## config.mk

```make
export PLATFORM = sky130hd
export DESIGN_NAME = alu_simd_wide_op_sequencer
export DESIGN_NICKNAME = d
export VERILOG_FILES = /design/src/rtl/alu_simd_wide_op_sequencer.sv
export SDC_FILE = /design/constraint.sdc
export NUM_CORES = 1
export LEC_CHECK = 0
export ABC_AREA = 1
export CAP_MARGIN = 10
export CORE_MARGIN = 10
export CORE_UTILIZATION = 47
export CTS_BUF_LIST = sky130_fd_sc_hd__clkbuf_16
export DETAILED_ROUTE_END_ITERATION = 10
export GPL_TIMING_DRIVEN = 0
export HOLD_SLACK_MARGIN = 0.03
export PLACE_DENSITY = 0.83
export SYNTH_ARGS = -nofsm -noshare
export SYNTH_HDL_FRONTEND = slang
export SYNTH_SLANG_ARGS = --single-unit
```

## constraint.sdc

```tcl
create_clock -name clk -period 2.5 [get_ports clk]
set_clock_uncertainty 0.2 [all_clocks]
set_input_delay 0.5 -clock clk [delete_from_list [all_inputs] [get_ports clk]]
set_output_delay 0.5 -clock clk [all_outputs]
set_load 0.02 [all_outputs]
```

## src/rtl/alu_simd_wide_op_sequencer.sv

```systemverilog
`default_nettype none
// ============================================================================
//  Module   : alu_simd_wide_op_sequencer
//  Function : Runs one wide ADD/SUB/logic op through a Width-bit ALU slice,
//             LSB slice first, rippling the registered carry between slices.
//  Revision : 1.0  initial release
// ============================================================================
module alu_simd_wide_op_sequencer #(
   parameter int Width  = 8,
   parameter int SLICES = 4
) (
   input  logic                      clk,
   input  logic                      reset_n,
   input  logic                      in_valid,
   output logic                      in_ready,
   input  logic [Width*SLICES-1:0]   in_a,
   input  logic [Width*SLICES-1:0]   in_b,
   input  logic [2:0]                in_op,
   output logic                      out_valid,
   input  logic                      out_ready,
   output logic [Width*SLICES-1:0]   out_s,
   output logic                      out_cout,
   output logic [Width-1:0]          alu_W,
   output logic [Width-1:0]          alu_X,
   output logic [Width-1:0]          alu_Y,
   output logic [Width-1:0]          alu_Z,
   output logic [1:0]                alu_op,
   output logic                      alu_Z_controller,
   output logic                      alu_S_controller,
   output logic                      alu_W_X_Y_controller,
   output logic [1:0]                alu_CIN_W_X_Y_CIN,
   output logic [1:0]                alu_CIN_Z_W_X_Y_CIN,
   input  logic [Width-1:0]          alu_S,
   input  logic [1:0]                alu_COUT_Z_W_X_Y_CIN
);

   localparam int WW    = Width * SLICES;
   localparam int CNT_W = $clog2(SLICES);

   localparam logic [1:0] c_idle = 2'd0;
   localparam logic [1:0] c_run  = 2'd1;
   localparam logic [1:0] c_done = 2'd2;

   localparam logic [2:0] c_op_add = 3'd0;
   localparam logic [2:0] c_op_sub = 3'd1;
   localparam logic [2:0] c_op_xor = 3'd2;
   localparam logic [2:0] c_op_and = 3'd3;
   localparam logic [2:0] c_op_or  = 3'd4;
   localparam logic [2:0] c_op_nor = 3'd5;

   localparam logic [CNT_W-1:0] c_last_slice = CNT_W'(SLICES - 1);

   logic [1:0]       r_state;
   logic [CNT_W-1:0] r_cnt;
   logic             r_carry;
   logic [2:0]       r_op;
   logic [WW-1:0]    r_a;
   logic [WW-1:0]    r_b;
   logic [Width-1:0] r_res [SLICES];

   logic [Width-1:0] w_a_sl [SLICES];
   logic [Width-1:0] w_b_sl [SLICES];
   logic [2:0]       w_in_op;
   logic             w_run;
   logic             w_arith;
   logic             w_unused_cout_hi;

   // Codes 6 and 7 are folded into ADD at capture so decode sees only 0..5
   assign w_in_op          = (in_op > c_op_nor) ? c_op_add : in_op;
   assign w_run            = (r_state == c_run);
   assign w_arith          = (r_op == c_op_add) || (r_op == c_op_sub);
   assign w_unused_cout_hi = alu_COUT_Z_W_X_Y_CIN[1];

   generate
      for (genvar g = 0; g < SLICES; g++) begin : g_slice
         assign w_a_sl[g]                 = r_a[g*Width +: Width];
         assign w_b_sl[g]                 = r_b[g*Width +: Width];
         assign out_s[g*Width +: Width]   = r_res[g];
      end
   endgenerate

   always_ff @(posedge clk or negedge reset_n) begin
      if (!reset_n) begin
         r_state <= c_idle;
         r_cnt   <= '0;
         r_carry <= 1'b0;
         r_op    <= c_op_add;
         r_a     <= '0;
         r_b     <= '0;
         for (int i = 0; i < SLICES; i++) r_res[i] <= '0;
      end else begin
         case (r_state)
            c_idle: begin
               if (in_valid) begin
                  r_a     <= in_a;
                  r_b     <= in_b;
                  r_op    <= w_in_op;
                  r_cnt   <= '0;
                  r_carry <= (w_in_op == c_op_sub);
                  r_state <= c_run;
               end
            end
            c_run: begin
               r_res[r_cnt] <= alu_S;
               r_carry      <= alu_COUT_Z_W_X_Y_CIN[0];
               if (r_cnt == c_last_slice) begin
                  r_cnt   <= '0;
                  r_state <= c_done;
               end else begin
                  r_cnt <= r_cnt + 1'b1;
               end
            end
            c_done: begin
               if (out_ready) r_state <= c_idle;
            end
            default: r_state <= c_idle;
         endcase
      end
   end

   assign in_ready  = (r_state == c_idle);
   assign out_valid = (r_state == c_done);
   assign out_cout  = (r_state == c_done) && w_arith && r_carry;

   // The ALU interface is quiet whenever no slice is being issued
   assign alu_W                = '0;
   assign alu_Y                = '0;
   assign alu_W_X_Y_controller = 1'b0;
   assign alu_CIN_W_X_Y_CIN    = 2'b00;
   assign alu_X                = w_run ? w_a_sl[r_cnt] : '0;
   assign alu_Z                = w_run ? w_b_sl[r_cnt] : '0;
   assign alu_Z_controller     = w_run && (r_op == c_op_sub);
   assign alu_S_controller     = w_run && (r_op == c_op_nor);
   assign alu_CIN_Z_W_X_Y_CIN  = {1'b0, w_run && w_arith && r_carry};

   always_comb begin
      alu_op = 2'b00;
      if (w_run) begin
         case (r_op)
            c_op_xor: alu_op = 2'b01;
            c_op_and: alu_op = 2'b10;
            c_op_or,
            c_op_nor: alu_op = 2'b11;
            default:  alu_op = 2'b00;
         endcase
      end
   end

endmodule
`default_nettype wire

```

* Yosys cells after proc, flatten, opt, wreduce, memory -nomap -nowiden
Index checks and enable logic that the tools add are counted.
Storage, ports and cells: flip-flop bits (word level) 104, bits of input ports 81, output and inout port bits 76, word-level logic and storage cells 65
Cells by class: $add $sub $neg 1, $lt $le $gt $ge 3, equal/unequal tests 12, mux-type cells 23, bitwise logic cells 1, reductions and logical operators 15
Operators with widths (number):
- 8-bit 2-to-1 mux | 7
- 8-bit binary-select mux with 2-bit select | 2
- 32-bit bitwise mux | 1
- 8-bit demux with 2-bit select | 1
- 2-bit 2-to-1 mux | 6
- 2-bit one-hot mux with 3 select lines | 2
- 1-bit logical AND | 7
- 3-bit by 1-bit == test with 1-bit output, second input constant | 2
- 3-bit by 2-bit == test with 1-bit output, second input constant | 2
- 3-bit == test, second input constant | 2
- 2-bit == test, second input constant | 2
- 2-bit by 1-bit != test with 1-bit output, second input constant | 2
- 2-bit one-hot mux with 2 select lines | 1
- 2-bit AND reduction | 2
- 3-bit >= comparator, second input constant | 1
- 3-bit greater-than comparator, second input constant | 1
- 3-bit zero test | 1
- 3-bit by 1-bit less-than comparator with 1-bit output, second input constant | 1
- 3-bit 2-to-1 mux | 1
- 2-bit NOT with 3-bit output | 1
- 3-bit AND reduction | 1
- 2-bit by 1-bit adder with 2-bit output, second input constant | 1
- 2-bit by 1-bit == test with 1-bit output, second input constant | 1
- 2-bit zero test | 1
- other kinds (6) | 6

* Logic depth before layout (Yosys ltp)
depth in word-level cells 6, depth in mapped cells 8, gate-level depth less buffers 6

* Least setup slack after synthesis
No wires, ideal clock.
kind register to output, start register r_state[1], end output alu_Z_controller, data arrival time 1.424 ns, required time 1.800 ns, setup slack 0.376 ns, stages on the path, launching flop included 5, path buffers 1, cell sequence dfrtp_1 inv_1 nand2_2 clkbuf_1 nor4_1
On the way: cells in the longest elaborated chain, start to end 2
RTL lines:
- from (decl) | line 53 | logic [1:0] r_state;
- from (signal assigned) | line 84 | r_state <= c_idle;
- from (signal assigned) | line 100 | r_state <= c_run;
- from (signal assigned) | line 108 | r_state <= c_done;
- 2-bit by 1-bit == test with 1-bit output | line 70 | assign w_run = (r_state == c_run);
- 1-bit logical AND | line 132 | assign alu_Z_controller = w_run && (r_op == c_op_sub);
- to (decl) | line 28 | output logic alu_Z_controller,
Every way passes these cells.

* Worst setup path in the final report
start register r_cnt[0], end output alu_Z[1]
On the way: cells in the longest elaborated chain, start to end 5
RTL lines:
- from (decl) | line 54 | logic [CNT_W-1:0] r_cnt;
- from (signal assigned) | line 110 | r_cnt <= r_cnt + 1'b1;
- 2-bit NOT with 3-bit output (implied by the code) | line 131 | assign alu_Z = w_run ? w_b_sl[r_cnt] : '0;
- 8-bit binary-select mux with 2-bit select | line 131
- 8-bit 2-to-1 mux (implied by the code) (2 in a row) | line 131
- 8-bit 2-to-1 mux | line 131
- to (decl) | line 26 | output logic [Width-1:0] alu_Z,
Every way passes these cells. The select of a mux whose other input is x is not followed.

==> results.cfg <==
[setup_path]
worstPathArrival_ps = 1800
worstSetupEndpointType = output port
crit_type = reg -> out
start_kind = flop
slowest_stage = dfrtp_1
cp_common_cell = buf_4
crit_required_ps = 1800
max_stage_delay_ps = 390
critPathMaxFanout = 10
path_cells = buf_6 -> clkinvlp_4 -> buf_4 -> nand2_1 -> nand3_1 -> a21oi_1 -> buf_4

[clock_tree]
clk_latency_ps = 340
ctsLongestPathBuffers = 2
tritoncts = built
clock_sinks = 104
clock-root-buffer = clkbuf_16
cts.clk_slew.worst_paths_ps = 70
htree_levels = 3
cts_made_buffers = 9

[timing]
setup_tns_ps = -0.8374
fmax_mhz = 399.9
fin_ws_ps = -0.8374
grt_setup_unrepaired = yes
hold_viol = 0
period_needed_ps = 2501
tightest_slew_ps = 647.9
timing.final.crit_share_pct = 100.0
slew_violations = 0
relSlewSlack_pct = 56.81
setup_violations = 1
holdWs_ps = 286.3

[global_routing]
grt_max_degree = 58
grt_first_pass_wirelength_um = 23600
grt_antenna_before_repair = 0
grt_pass1_vias = 4600
track_usage_pct = 19.77
grt_overflow = 0

[logic_synthesis]
avgSynthCellArea_um2 = 8.380
synth_area_leader_cell = dfrtp_1
syn_area_um2 = 4911
synthCells = 586
yosysWarnings = 0
yosys-top-cells-area = dfrtp_1, nand2_1, o21ai_0
yosysUniqueCellTypes = 26
seq_area_frac_synth_pct = 52.99
synth_top_area_share_pct = 52.99
ys_seq_elements = 104

[place]
port_buffers = 135
gp_congestion = 0.9142
preCtsSetupSlack_ps = -252.4
hpwl_um = 11270

[drt]
vias = 4406
dr.pass1.iters = 6
viasPerCell = 4.906
drtAntennaViolNets = 0
first_iter_violations = 427
drcViolationCount = 0
wire_per_inst_um = 16.49
drt_wl_total_um = 14810

[die]
core_area_um2 = 10230
die_h_um = 122.2
io-pin-count = 157
dieArea_um2 = 14940
start_util_pct = 48.00
die-width_um = 122.2
rows = 37

[cells_and_area]
layout-drive-gt1-share_pct = 14.96
n_fill_cell = 832
regArea_um2 = 2603
syn_to_final_growth_pct = 39.97
fin_nets = 842
mostFrequentLayoutCells = nand2_1, clkdlybuf4s50_1, dfrtp_1
insertedDiodeCount = 0
final_common_cell = nand2_1
multi_input_area_um2 = 1725
final_core_util_pct = 67.19

[pwr]
p_leak_nw = 3.375
p_per_area_nw_per_um2 = 1326
irDropWorstVdd_v = 0.0007270
power.total_mw = 9.112

[flow_run]
cap_violations = 0

[status]
violations = setup timing
status = finished, violations left

[min_path]
hold_class = reg -> reg
-- routing by layer --
metal | vias to the layer above | part of all wire [%] | global-route usage (%)
met2 | 180 | 49 | 33.55
li1 | 2135 | - | -
met3 | 15 | 11 | 7.713
met5 | - | 0 | 0
met4 | 0 | 1.0 | 5.302
met1 | 2076 | 39 | 22.90
-- where the power goes --
part | leakage (nW) | switching, mW | internal, mW
logic | 1.94 | 2.93 | 1.88
registers | 1.28 | 0.335 | 2.50
clock network | 0.153 | 0.669 | 0.797
-- area by class of cell --
class	instances	share of cell area, %
plain buffers	50	5.897
clock buffers	9	3.276
clock inverters	7	1.238
inverters	82	4.641
multi-input cells	369	25.10
flip-flops and latches	104	37.86
well taps	136	2.475
repair buffers	141	19.51
-- registers in the layout, indices dropped and copies added, names as in the netlist --
register  count
out_s        32
r_a          32
r_b          32
r_op          3
r_cnt         2
r_state       2
r_carry       1
-- path summary, 6_finish.rpt --
path,slack (ps),depth (start not counted),to,start
max in group asynchronous,890,3,r_cnt[1],reset_n
min reg2reg,290,2,out_s[5],out_s[5]
max,-0.8,7,alu_Z[1],r_cnt[0]
max reg2reg,710,7,out_s[16],r_cnt[0]
min,290,2,out_s[5],out_s[5]
min in group asynchronous,510,2,r_a[8],reset_n
-- Yosys cell counts --
cell,number
nand3_1,36
buf_2,7
nor4_1,2
o31ai_1,1
clkbuf_1,9
nand2_2,2
conb_1,1
buf_4,20
dfrtp_1,104
nand2_1,173
ha_1,4
buf_6,12
clkbuf_2,1
nor2_1,3
o21ai_0,82
nand2_4,4
or2_2,1
buf_1,1
o21ai_2,10
inv_4,2
nor3_1,2
clkinv_1,1
nor2_2,1
a21oi_1,19
o21ai_1,9
inv_1,79
-- timing repair --
action | in CTS | in global routing
buffers inserted | 0 | 4
cloned | 0 | 0
resized for setup | 97 | 20
hold endpoints to repair | 47 | 0
hold buffers | 1 | 0
pin swaps | 0 | 0
endpoints found under the setup margin | 22 | 20
-- metrics by stage --
step           cells  area (µm²)
2_1_floorplan    605        4982
3_3_place_gp     876        6504
3_5_place_dp     877        6529
4_1_cts          894        6825
5_1_grt          898        6874
6_report         898        6874
-- critical path: cells and delay by family, from the launching register on --
kind | cells | cell delay (ps)
compound gates | 1 | 240
buf+inv | 4 | 710
flops | 1 | 390
simple gates | 2 | 120
-- cells by family after synthesis --
logic type	Yosys count	synth area share (%)
and+or+nand+nor	224	19.01
buffers and inverters	132	13.76
AOI/OAI and AO/OA	121	13.15
adders and majority gates	4	1.019
DFF	104	52.99
other	1	0.07636
(Power assumes the default switching activity.)
